### config.mk
export PLATFORM = sky130hd
export DESIGN_NAME = data_req_issue
export DESIGN_NICKNAME = d
export VERILOG_FILES = /design/src/rtl/data_req_issue.sv
export SDC_FILE = /design/constraint.sdc
export NUM_CORES = 1
export LEC_CHECK = 0
export BUFFER_PORTS_ARGS = -buffer_cell sky130_fd_sc_hd__buf_4
export CAP_MARGIN = 20
export CORE_UTILIZATION = 49
export DETAILED_ROUTE_END_ITERATION = 10
export PLACE_DENSITY = 0.88
export SKIP_CTS_REPAIR_TIMING = 1
export SYNTH_ARGS = -nofsm -noshare
export SYNTH_HDL_FRONTEND = slang
export SYNTH_SLANG_ARGS = --single-unit
### constraint.sdc
create_clock -name clk -period 2.72 [get_ports clk]
set_clock_uncertainty 0.2 [all_clocks]
set_input_delay 0.544 -clock clk [delete_from_list [all_inputs] [get_ports clk]]
set_output_delay 0.544 -clock clk [all_outputs]
set_load 0.005 [all_outputs]
### src/rtl/data_req_issue.sv
// MEM-stage data request issuer: aligns store data/strobes, runs the
// req/addr_ok/data_ok bus handshake and holds the raw load word for WB.
`timescale 1ns/1ps
module data_req_issue #(
    parameter int ADDR_W = 32,
    parameter int DATA_W = 32
) (
    input  logic                  clk,
    input  logic                  rst,
    input  logic                  valid_EX_MEM,
    input  logic                  MemWrite_EX_MEM,
    input  logic                  SB_EX_MEM,
    input  logic                  SH_EX_MEM,
    input  logic                  SWL_EX_MEM,
    input  logic                  SWR_EX_MEM,
    input  logic [ADDR_W-1:0]     Addr_EX_MEM,
    input  logic [DATA_W-1:0]     RtData_EX_MEM,
    output logic                  mem_allowin,
    input  logic                  wb_allowin,
    output logic                  mem_done,
    output logic [DATA_W-1:0]     MemRdata_MEM,
    output logic                  data_req,
    output logic                  data_wr,
    output logic [1:0]            data_size,
    output logic [ADDR_W-1:0]     data_addr,
    output logic [DATA_W-1:0]     data_wdata,
    output logic [DATA_W/8-1:0]   data_wstrb,
    input  logic                  data_addr_ok,
    input  logic                  data_data_ok,
    input  logic [DATA_W-1:0]     data_rdata
);

    localparam logic [1:0] IDLE = 2'd0;
    localparam logic [1:0] REQ  = 2'd1;
    localparam logic [1:0] WAIT = 2'd2;
    localparam logic [1:0] DONE = 2'd3;

    logic [1:0]          state;
    logic [1:0]          ofs;
    logic [ADDR_W-1:0]   addr_al;
    logic [DATA_W-1:0]   rt;
    logic                n_wr;
    logic [1:0]          n_size;
    logic [ADDR_W-1:0]   n_addr;
    logic [DATA_W-1:0]   n_wdata;
    logic [DATA_W/8-1:0] n_wstrb;
    logic                accept;

    assign ofs     = Addr_EX_MEM[1:0];
    assign addr_al = {Addr_EX_MEM[ADDR_W-1:2], 2'b00};
    assign rt      = RtData_EX_MEM;

    assign mem_done    = (state == DONE);
    assign mem_allowin = (state == IDLE) | ((state == DONE) & wb_allowin);
    assign accept      = valid_EX_MEM & mem_allowin;

    // Store-flag priority: SWL > SWR > SH > SB > SW
    always_comb begin
        n_wr    = MemWrite_EX_MEM;
        n_size  = 2'd2;
        n_addr  = Addr_EX_MEM;
        n_wdata = rt;
        n_wstrb = 4'b1111;
        if (!MemWrite_EX_MEM) begin
            n_addr  = addr_al;
            n_wdata = '0;
            n_wstrb = 4'b0000;
        end else if (SWL_EX_MEM) begin
            n_addr = addr_al;
            unique case (ofs)
                2'd0: begin n_wstrb = 4'b0001; n_wdata = {24'b0, rt[31:24]}; end
                2'd1: begin n_wstrb = 4'b0011; n_wdata = {16'b0, rt[31:16]}; end
                2'd2: begin n_wstrb = 4'b0111; n_wdata = {8'b0, rt[31:8]}; end
                default: begin n_wstrb = 4'b1111; n_wdata = rt; end
            endcase
        end else if (SWR_EX_MEM) begin
            n_addr = addr_al;
            unique case (ofs)
                2'd0: begin n_wstrb = 4'b1111; n_wdata = rt; end
                2'd1: begin n_wstrb = 4'b1110; n_wdata = {rt[23:0], 8'b0}; end
                2'd2: begin n_wstrb = 4'b1100; n_wdata = {rt[15:0], 16'b0}; end
                default: begin n_wstrb = 4'b1000; n_wdata = {rt[7:0], 24'b0}; end
            endcase
        end else if (SH_EX_MEM) begin
            n_size  = 2'd1;
            n_wdata = {2{rt[15:0]}};
            n_wstrb = ofs[1] ? 4'b1100 : 4'b0011;
        end else if (SB_EX_MEM) begin
            n_size  = 2'd0;
            n_wdata = {4{rt[7:0]}};
            n_wstrb = 4'b0001 << ofs;
        end
    end

    always_ff @(posedge clk) begin
        if (rst) begin
            state        <= IDLE;
            data_req     <= 1'b0;
            data_wr      <= 1'b0;
            data_size    <= 2'd0;
            data_addr    <= '0;
            data_wdata   <= '0;
            data_wstrb   <= '0;
            MemRdata_MEM <= '0;
        end else begin
            unique case (state)
                IDLE, DONE: begin
                    if (accept) begin
                        state      <= REQ;
                        data_req   <= 1'b1;
                        data_wr    <= n_wr;
                        data_size  <= n_size;
                        data_addr  <= n_addr;
                        data_wdata <= n_wdata;
                        data_wstrb <= n_wstrb;
                    end else if (state == DONE && wb_allowin) begin
                        state <= IDLE;
                    end
                end
                REQ: begin
                    if (data_addr_ok) begin
                        data_req <= 1'b0;
                        state    <= WAIT;
                    end
                end
                default: begin
                    if (data_data_ok) begin
                        if (!data_wr)
                            MemRdata_MEM <= data_rdata;
                        state <= DONE;
                    end
                end
            endcase
        end
    end

endmodule

Word level (Yosys, flattened, before mapping):

Cells that the tools add are included.

* output and inout bits: 106
* word-level logic and storage cells: 63
* bits in registers: 106

* reduce and logical (&&, ||, !) cells: 11
* shift operators: 1
* eq/ne operators: 7
* multiplexer cells: 31
* bitwise gates (word level): 5

Operator list (count)
* $pmux 32 s3: 2
* $mux 32: 5
* $mux 2: 12
* $mux 4: 6
* $pmux 4 s3: 1
* $pmux 3 s3: 1
* $reduce_and 3->1: 3
* $eq 2x1->1 const B: 2
* $eq 2x2->1 const B: 2
* $logic_not 2->1: 2
* $ne 2x2->1 const B: 2
* $pmux 2 s2: 1
* $shl 1x2->4 const A: 1
* $ne 3x3->1 const B: 1
* $reduce_bool 3->1: 1
* $reduce_or 3->1: 1
* $and 1x1->1: 2
* $mux 1: 2
* $not 1->1: 2
* $pmux 1 s2: 1
* $reduce_and 2->1: 1
* $reduce_bool 2->1: 1
* $reduce_or 2->1: 1
* $logic_and 1x1->1: 1
* $or 1x1->1: 1

Logic depth before layout (Yosys ltp):

Gate-level depths: netlist of run 1.

* depth after elaboration: 6
* gate-level depth with buffers: 9
* gate-level depth less buffers: 7

Worst setup path before layout of run 1:

OpenSTA, ideal clock, no wires.

* path type: reg2reg
* start: register state[0]
* end: register data_wdata[24]
* arrival: 1724 ps
* cell stages (with the launch flop): 8
* required time: 2388 ps
* library setup time: 132 ps
* slack: 664 ps
* clock period less this slack: 2056 ps
* path through: dfxtp_1 inv_1 ha_1 nand2b_1 nand2b_4 buf_4 a2111oi_0 nor3_1

* longest elaborated chain between the ends: 5
* elaborated cells between the ends (all ways): 7
* classes of those cells: 1 x eq/ne; 3 x bitwise; 3 x reduce/logical

Ends and longest elaborated chain
* start: declaration: RTL line 38 `logic [1:0] state;`
* start signal: assignment: RTL line 97 `state <= IDLE;`
* start signal: assignment: RTL line 109 `state <= REQ;`
* start signal: assignment: RTL line 117 `state <= IDLE;`
* $eq 2x2->1: RTL line 54, 106
* $and 1x1->1: RTL line 54 `assign mem_allowin = (state == IDLE) | ((state == DONE) & wb_allowin);`
* $or 1x1->1: RTL line 54
* $and 1x1->1: RTL line 55 `assign accept = valid_EX_MEM & mem_allowin;`
* $reduce_and 2->1 (no source line) (*)
* end signal: assignment: RTL line 114 `data_wdata <= n_wdata;`
* end: declaration: RTL line 26 `output logic [DATA_W-1:0] data_wdata,`

Mark *: on every way between the ends. The rest lies on a longest branch, timed or not.
A chain may end at the register's enable or synchronous reset.

Final worst setup path of run 1:

* start: register state[1]
* end: register data_wdata[4]

Same word-level chain as after synthesis.

==> flow_metrics.env, run 1 <==
export IMPL_worst_setup_path_start_kind="register"
export IMPL_cts_buffer_depth=2
export IMPL_io_pins=213
export IMPL_reg2regPathDepth=6
export IMPL_cts_tree="built"
export IMPL_drt_first_iter_violations=677
export IMPL_rsz0062_at_grt="no"
export IMPL_synthTopCellsByCount="183 x nand2_1, 106 x dfxtp_1, 79 x a21oi_1, 35 x o211ai_1, 28 x mux2i_1"
export IMPL_setup_tns_ns=0
export IMPL_reg2reg_slack_ns=0.11
export IMPL_initial_core_util=0.503
export IMPL_end_kind="register"
export IMPL_yosysTopAreaCell="dfxtp_1"
export IMPL_cp_slowest_stage_delay_ns=0.98
export IMPL_synth_flop_cell="dfxtp_1"
export IMPL_power_density_nw_per_um2=628
export IMPL_required_ns=2.81
export IMPL_grt_usage=0.286
export IMPL_path_max_fanout=8
export IMPL_portBuffers=212
export IMPL_wirelength_um=17000
export IMPL_maxCapViolations=0
export IMPL_cts_buffers=9
export IMPL_path_buf_inv=1
export IMPL_die_y_um=107
export IMPL_htreeDepth=3
export IMPL_cts_root_buf="clkbuf_8"
export IMPL_final_util=0.677
export IMPL_finalCritPeriodShare=0.959
export IMPL_synth_edf_count=0
export IMPL_reg2reg_to="data_wdata[4]$_SDFFE_PP0P_"
export IMPL_dp_worst_setup_slack_ns=0.257
export IMPL_path_clk_slew_ns=0.12
export IMPL_criticalPathCategory="reg2reg"
export IMPL_die_area_um2=11500
export IMPL_slew_viol_final=0
export IMPL_netlist_cell_type_count=53
export IMPL_synthArstFlopShare=0
export IMPL_clk_latency_ns=0.37
export IMPL_syn_area_um2=5450
export IMPL_hold_viol_final=0
export IMPL_seq_area_frac_synth=0.390
export IMPL_antenna_left=0
export IMPL_synth_warnings=0
export IMPL_ys_ff_latch=106
export IMPL_ir_drop_mv=0.477
export IMPL_syn_avg_cell_area_um2=8.19
export IMPL_rows=38
export IMPL_diodes=0
export IMPL_min_period_ns=2.61
export IMPL_worst_ep_arrival_time_ns=2.70
export IMPL_hold_start="Addr_EX_MEM[23]"
export IMPL_relSlewSlack=0.209
export IMPL_hold_path_class="in2reg"
export IMPL_dr_total_vias=5730
export IMPL_r2r_start="state[1]$_SDFFE_PP0P_"
export IMPL_drtPass1Iterations=5
export IMPL_hold_end="data_addr[23]$_SDFFE_PP0P_"
export IMPL_syn_num_nets=776
export IMPL_crit_family="simple AND/OR/NAND/NOR gates"
export IMPL_fin_ws_ns=0.112
export IMPL_drive_gt1_frac=0.329
export IMPL_worstPathCellList="inv_1 -> ha_1 -> nand4bb_2 -> nor4b_2 -> nand2_1 -> o211ai_1"
export IMPL_slowest_stage="nor4b_2"
export IMPL_hold_depth=3
export IMPL_overflow=0
export IMPL_yosys_top_cells_area="dfxtp_1 39%, nand2_1 13%, a21oi_1 7.3%, mux2i_1 5.1%, o211ai_1 4.8%"
export IMPL_dpl_hpwl_um=11800
export IMPL_final_net_count=967
export IMPL_die_x_um=107
export IMPL_grt_pass1_wl_um=26000
export IMPL_syn2layout_area_growth_pct=34.7
export IMPL_yosysTopAreaCellShare=0.390
export IMPL_netlist_instances=665
export IMPL_core_um2=10800
export IMPL_grt_max_degree=85
export IMPL_fmax_mhz=383
export IMPL_grt_pass1_vias=5216
export IMPL_post_route_drc_count=0
export IMPL_vias_per_cell=5.72
export IMPL_setup_viol=0
export IMPL_antenna_found_initial=0
export IMPL_status="completed"
export IMPL_leakagePower_uw=0.00305
export IMPL_wl_per_cell_um=16.9
export IMPL_synth_most_common_cell="nand2_1"
export IMPL_worstMarginPinSlew_ns=1.18
export IMPL_cts_num_sinks=106
export IMPL_gp_congestion=0.878
==> metal layers <==
metal	track usage	up-vias	routed length (um)
li1	-	2752	-
met1	0.368	2621	6910
met2	0.467	308	8030
met3	0.0569	49	1460
met4	0.118	0	549
met5	0	-	0
==> metrics by stage <==
step | hold slack, ns | area, um2 | total power, uW | cells
after floorplan | 0.248 | 5450 | 2890 | 665
after global placement | 0.242 | 7130 | 3600 | 985
after detailed placement | 0.247 | 7130 | 3630 | 985
after CTS | 0.191 | 7340 | 4610 | 1001
after global routing | 0.184 | 7340 | 4850 | 1001
final | 0.200 | 7340 | 4610 | 1001
==> placed cells by master, fill, tap and decap left out, drive strengths merged, types with 12 or more instances in the layout <==
| cell type | Yosys | routed |
|---|---|---|
| mux2i | 37 | 37 |
| nand2 | 183 | 183 |
| a211oi | 12 | 12 |
| a21oi | 80 | 80 |
| nand3 | 12 | 12 |
| o211ai | 35 | 35 |
| buf | 29 | 235 |
| dfxtp | 106 | 106 |
==> registers in the layout, indices dropped and copies added (netlist names) <==
| name | count |
|---|---|
| MemRdata_MEM | 32 |
| data_addr | 32 |
| data_wdata | 32 |
| data_wstrb | 4 |
| data_size | 2 |
| state | 2 |
| data_req | 1 |
| data_wr | 1 |
==> cells by family (layout without fill, tap and decap cells) <==
| group | count (synthesis) | after routing | share of synthesized area |
|---|---|---|---|
| flops | 106 | 106 | 0.390 |
| mux | 48 | 48 | 0.105 |
| fa+ha+maj | 4 | 4 | 0.00919 |
| compound gates | 188 | 188 | 0.231 |
| simple gates | 258 | 258 | 0.211 |
| buf+inv | 61 | 257 | 0.0540 |
==> worst reg2reg max path: cells and delay by family, from the launching register on <==
kind,cells,cell delay (ns)
AND/OR/NAND/NOR,3,1.37
buffers and inverters,1,0.09
adder cells (fa/ha/maj),1,0.34
AO/OA/AOI/OAI,1,0.14
flip-flops,1,0.39
==> cell type report <==
| class | instances | area, um2 |
|---|---|---|
| Clock buffer | 9 | 124 |
| Clock inverter | 7 | 80.1 |
| Fill cell | 908 | 3500 |
| Inverter | 6 | 22.5 |
| Multi-Input combinational cell | 498 | 3040 |
| Sequential cell | 106 | 2120 |
| Tap cell | 140 | 175 |
| Timing Repair Buffer | 235 | 1780 |
==> report_power, final <==
group          internal (uW)  switching (uW)
combinational            772             929
clock                    367             620
sequential              1780             140
==> how the worst max path moves through the flow <==
stage                                      from                           to  slack (ns)  cells after the start
after CTS                 state[0]$_SDFFE_PP0P_   data_wdata[5]$_SDFFE_PP0P_        0.26                      6
after global placement           Addr_EX_MEM[0]  data_wdata[10]$_SDFFE_PP0P_        0.28                      6
after floorplan           state[0]$_SDFFE_PP0P_  data_wdata[24]$_SDFFE_PP0P_        0.66                      7
after global routing      state[1]$_SDFFE_PP0P_   data_wdata[2]$_SDFFE_PP0P_        0.07                      6
after detailed placement         Addr_EX_MEM[0]  data_wdata[10]$_SDFFE_PP0P_        0.26                      6
final                     state[1]$_SDFFE_PP0P_   data_wdata[4]$_SDFFE_PP0P_        0.11                      6
Power figures use the tool's default switching activity.
==> inputs of run 2 (changes only) <==
Settings changed: ABC_AREA set to 1, CORE_UTILIZATION 49 to 50, PLACE_DENSITY 0.88 to 0.89.
==> run 2 against run 1 <==
Effect of this change: setup slack gained 0.37 ns; largest power group unchanged; wire length up 11%; final area increased by 4.0%.
==> flow_metrics.env, run 2 <==
export IMPL_min_period_ns=2.23
export IMPL_syn_avg_cell_area_um2=6.21
export IMPL_final_common_cell="nand2_1"
export IMPL_initial_core_util=0.520
export IMPL_leakagePower_uw=0.00377
export IMPL_syn2layout_area_growth_pct=33.0
export IMPL_grt_pass1_vias=6108
export IMPL_required_ns=2.72
export IMPL_rsz0062_at_grt="no"
export IMPL_hold_end="MemRdata_MEM[5]$_SDFFE_PP0P_"
export IMPL_slew_viol_final=0
export IMPL_drtPass1Iterations=5
export IMPL_slowest_stage="inv_2"
export IMPL_yosysTopAreaCellShare=0.370
export IMPL_reg2reg_slack_ns=0.49
export IMPL_status="completed"
export IMPL_htreeDepth=3
export IMPL_hold_depth=3
export IMPL_synthArstFlopShare=0
export IMPL_grt_pass1_wl_um=29000
export IMPL_setup_tns_ns=0
export IMPL_diodes=0
export IMPL_cts_buffer_depth=2
export IMPL_largestRegisters="MemRdata_MEM: 32 flops, data_addr: 32 flops, data_wdata: 32 flops"
export IMPL_dpl_hpwl_um=13200
export IMPL_syn_area_um2=5740
export IMPL_worst_setup_path_start_kind="register"
export IMPL_io_pins=213
export IMPL_finalPower_uw=5190
export IMPL_power_density_nw_per_um2=680
export IMPL_worstMarginPinSlew_ns=0.998
export IMPL_maxCapViolations=0
export IMPL_fmax_mhz=448
export IMPL_drt_first_iter_violations=581
export IMPL_synth_edf_count=0
export IMPL_antenna_found_initial=0
export IMPL_grt_usage=0.312
export IMPL_hold_slack_ns=0.202
export IMPL_criticalPathCategory="reg2reg"
export IMPL_end_kind="register"
export IMPL_yosys_top_cells_area="dfxtp_1 37%, nand2_1 21%, a21oi_1 8.8%, nand3_1 6.8%, nor2_1 6.5%"
export IMPL_hold_viol_final=0
export IMPL_worst_ep_arrival_time_ns=2.24
export IMPL_r2r_start="state[0]$_SDFFE_PP0P_"
export IMPL_path_max_fanout=33
export IMPL_path_clk_slew_ns=0.08
export IMPL_clk_latency_ns=0.35
export IMPL_ir_drop_mv=0.520
export IMPL_vias_per_cell=5.40
export IMPL_relSlewSlack=0.334
export IMPL_grt_max_degree=73
export IMPL_synth_most_common_cell="nand2_1"
export IMPL_wirelength_um=18800
export IMPL_finalCritPeriodShare=0.821
export IMPL_cts_num_sinks=106
export IMPL_die_area_um2=11900
export IMPL_synth_warnings=0
export IMPL_netlist_instances=924
export IMPL_wl_per_cell_um=15.0
export IMPL_worstPathCellList="inv_1 -> ha_1 -> inv_2 -> nand3_4 -> nor2_8 -> inv_2 -> nor2_1 -> nand2_1 -> a21oi_1"
export IMPL_netlist_cell_type_count=26
export IMPL_reg2regPathDepth=9
export IMPL_dr_total_vias=6745
export IMPL_ys_ff_latch=106
export IMPL_layout_common_cells="319 x nand2_1, 226 x buf_4, 106 x dfxtp_1, 101 x a21oi_1, 100 x nor2_1"
export IMPL_hold_start="data_rdata[5]"
export IMPL_synth_flop_cell="dfxtp_1"
export IMPL_overflow=0
export IMPL_die_y_um=109
export IMPL_cts_root_buf="clkbuf_16"
export IMPL_cts_buffers=9
export IMPL_synthTopCellsByCount="319 x nand2_1, 106 x dfxtp_1, 101 x a21oi_1, 100 x nor2_1, 78 x nand3_1"
export IMPL_hold_path_class="in2reg"
export IMPL_yosysTopAreaCell="dfxtp_1"
export IMPL_syn_num_nets=1035
export IMPL_setup_viol=0
export IMPL_reg2reg_to="data_wdata[8]$_SDFFE_PP0P_"
export IMPL_portBuffers=212
export IMPL_dp_cells=1233
export IMPL_drive_gt1_frac=0.234
export IMPL_cp_common_cell="inv_2"
export IMPL_antenna_left=0
export IMPL_gp_congestion=0.965
export IMPL_cts_tree="built"
export IMPL_final_net_count=1215
export IMPL_core_um2=11000
export IMPL_cp_slowest_stage_delay_ns=0.46
export IMPL_rows=38
export IMPL_die_x_um=109
export IMPL_final_cells=1249
export IMPL_final_util=0.692
export IMPL_seq_area_frac_synth=0.370
export IMPL_post_route_drc_count=0
run 2: cell count changes after synthesis, moves of 30 or more:
| cell | delta |
|---|---|
| inv_1 | +58 |
| o21ai_0 | +55 |
| nor2_1 | +90 |
| nand3_1 | +66 |
| nand2_1 | +136 |
| o211ai_1 | -30 |
run 2: layout make-up:
cell class / count / area, um2
clock inverter: 6 / 71.3
clock buffer: 10 / 239
fill: 1008 / 3400
inverter: 67 / 251
sequential: 106 / 2120
multi-input combinational: 693 / 3060
timing repair buffer: 227 / 1720
tap: 140 / 175
run 2: power by group:
| part | total [uW] | switching [uW] | internal [uW] |
|---|---|---|---|
| clock network | 1370 | 624 | 750 |
| logic | 1800 | 1010 | 791 |
| registers | 2020 | 165 | 1850 |
| total | 5190 | 1790 | 3400 |
run 2: cell families after synthesis:
kind of cell / share of synthesized area
AND/OR/NAND/NOR: 0.363
AO/OA/AOI/OAI: 0.161
adder cells (fa/ha/maj): 0.00872
flip-flops: 0.370
buffers and inverters: 0.0977
run 2: worst max-delay path by stage:
stage | from | endpoint
after detailed placement | state[0]$_SDFFE_PP0P_ | data_wdata[8]$_SDFFE_PP0P_
after global routing | state[0]$_SDFFE_PP0P_ | data_wdata[8]$_SDFFE_PP0P_
after floorplan | state[0]$_SDFFE_PP0P_ | data_wdata[12]$_SDFFE_PP0P_
final | state[0]$_SDFFE_PP0P_ | data_wdata[8]$_SDFFE_PP0P_
after CTS | state[0]$_SDFFE_PP0P_ | data_wdata[8]$_SDFFE_PP0P_
after global placement | SH_EX_MEM | data_wstrb[2]$_SDFFE_PP0P_
run 2: metrics by stage:
step           worst slack (ns)  cell area, um2
4_1_cts                   0.488            7630
2_1_floorplan             0.898            5740
5_1_grt                   0.384            7630
6_report                  0.487            7630
3_3_place_gp              0.569            7320
3_5_place_dp              0.536            7320
run 2: worst max-delay path, delay by kind of cell (launching register included):
family	cells	cell delay, ns
adders and majority gates	1	0.35
buffers and inverters	3	0.64
DFF	1	0.37
AOI/OAI and AO/OA	1	0.08
and+or+nand+nor	4	0.42
run 2: metal layers:
| layer | part of all wire | GRT usage |
|---|---|---|
| met1 | 0.39 | 0.363 |
| met2 | 0.48 | 0.532 |
| met3 | 0.096 | 0.0699 |
| met4 | 0.037 | 0.164 |
| met5 | 0 | 0 |
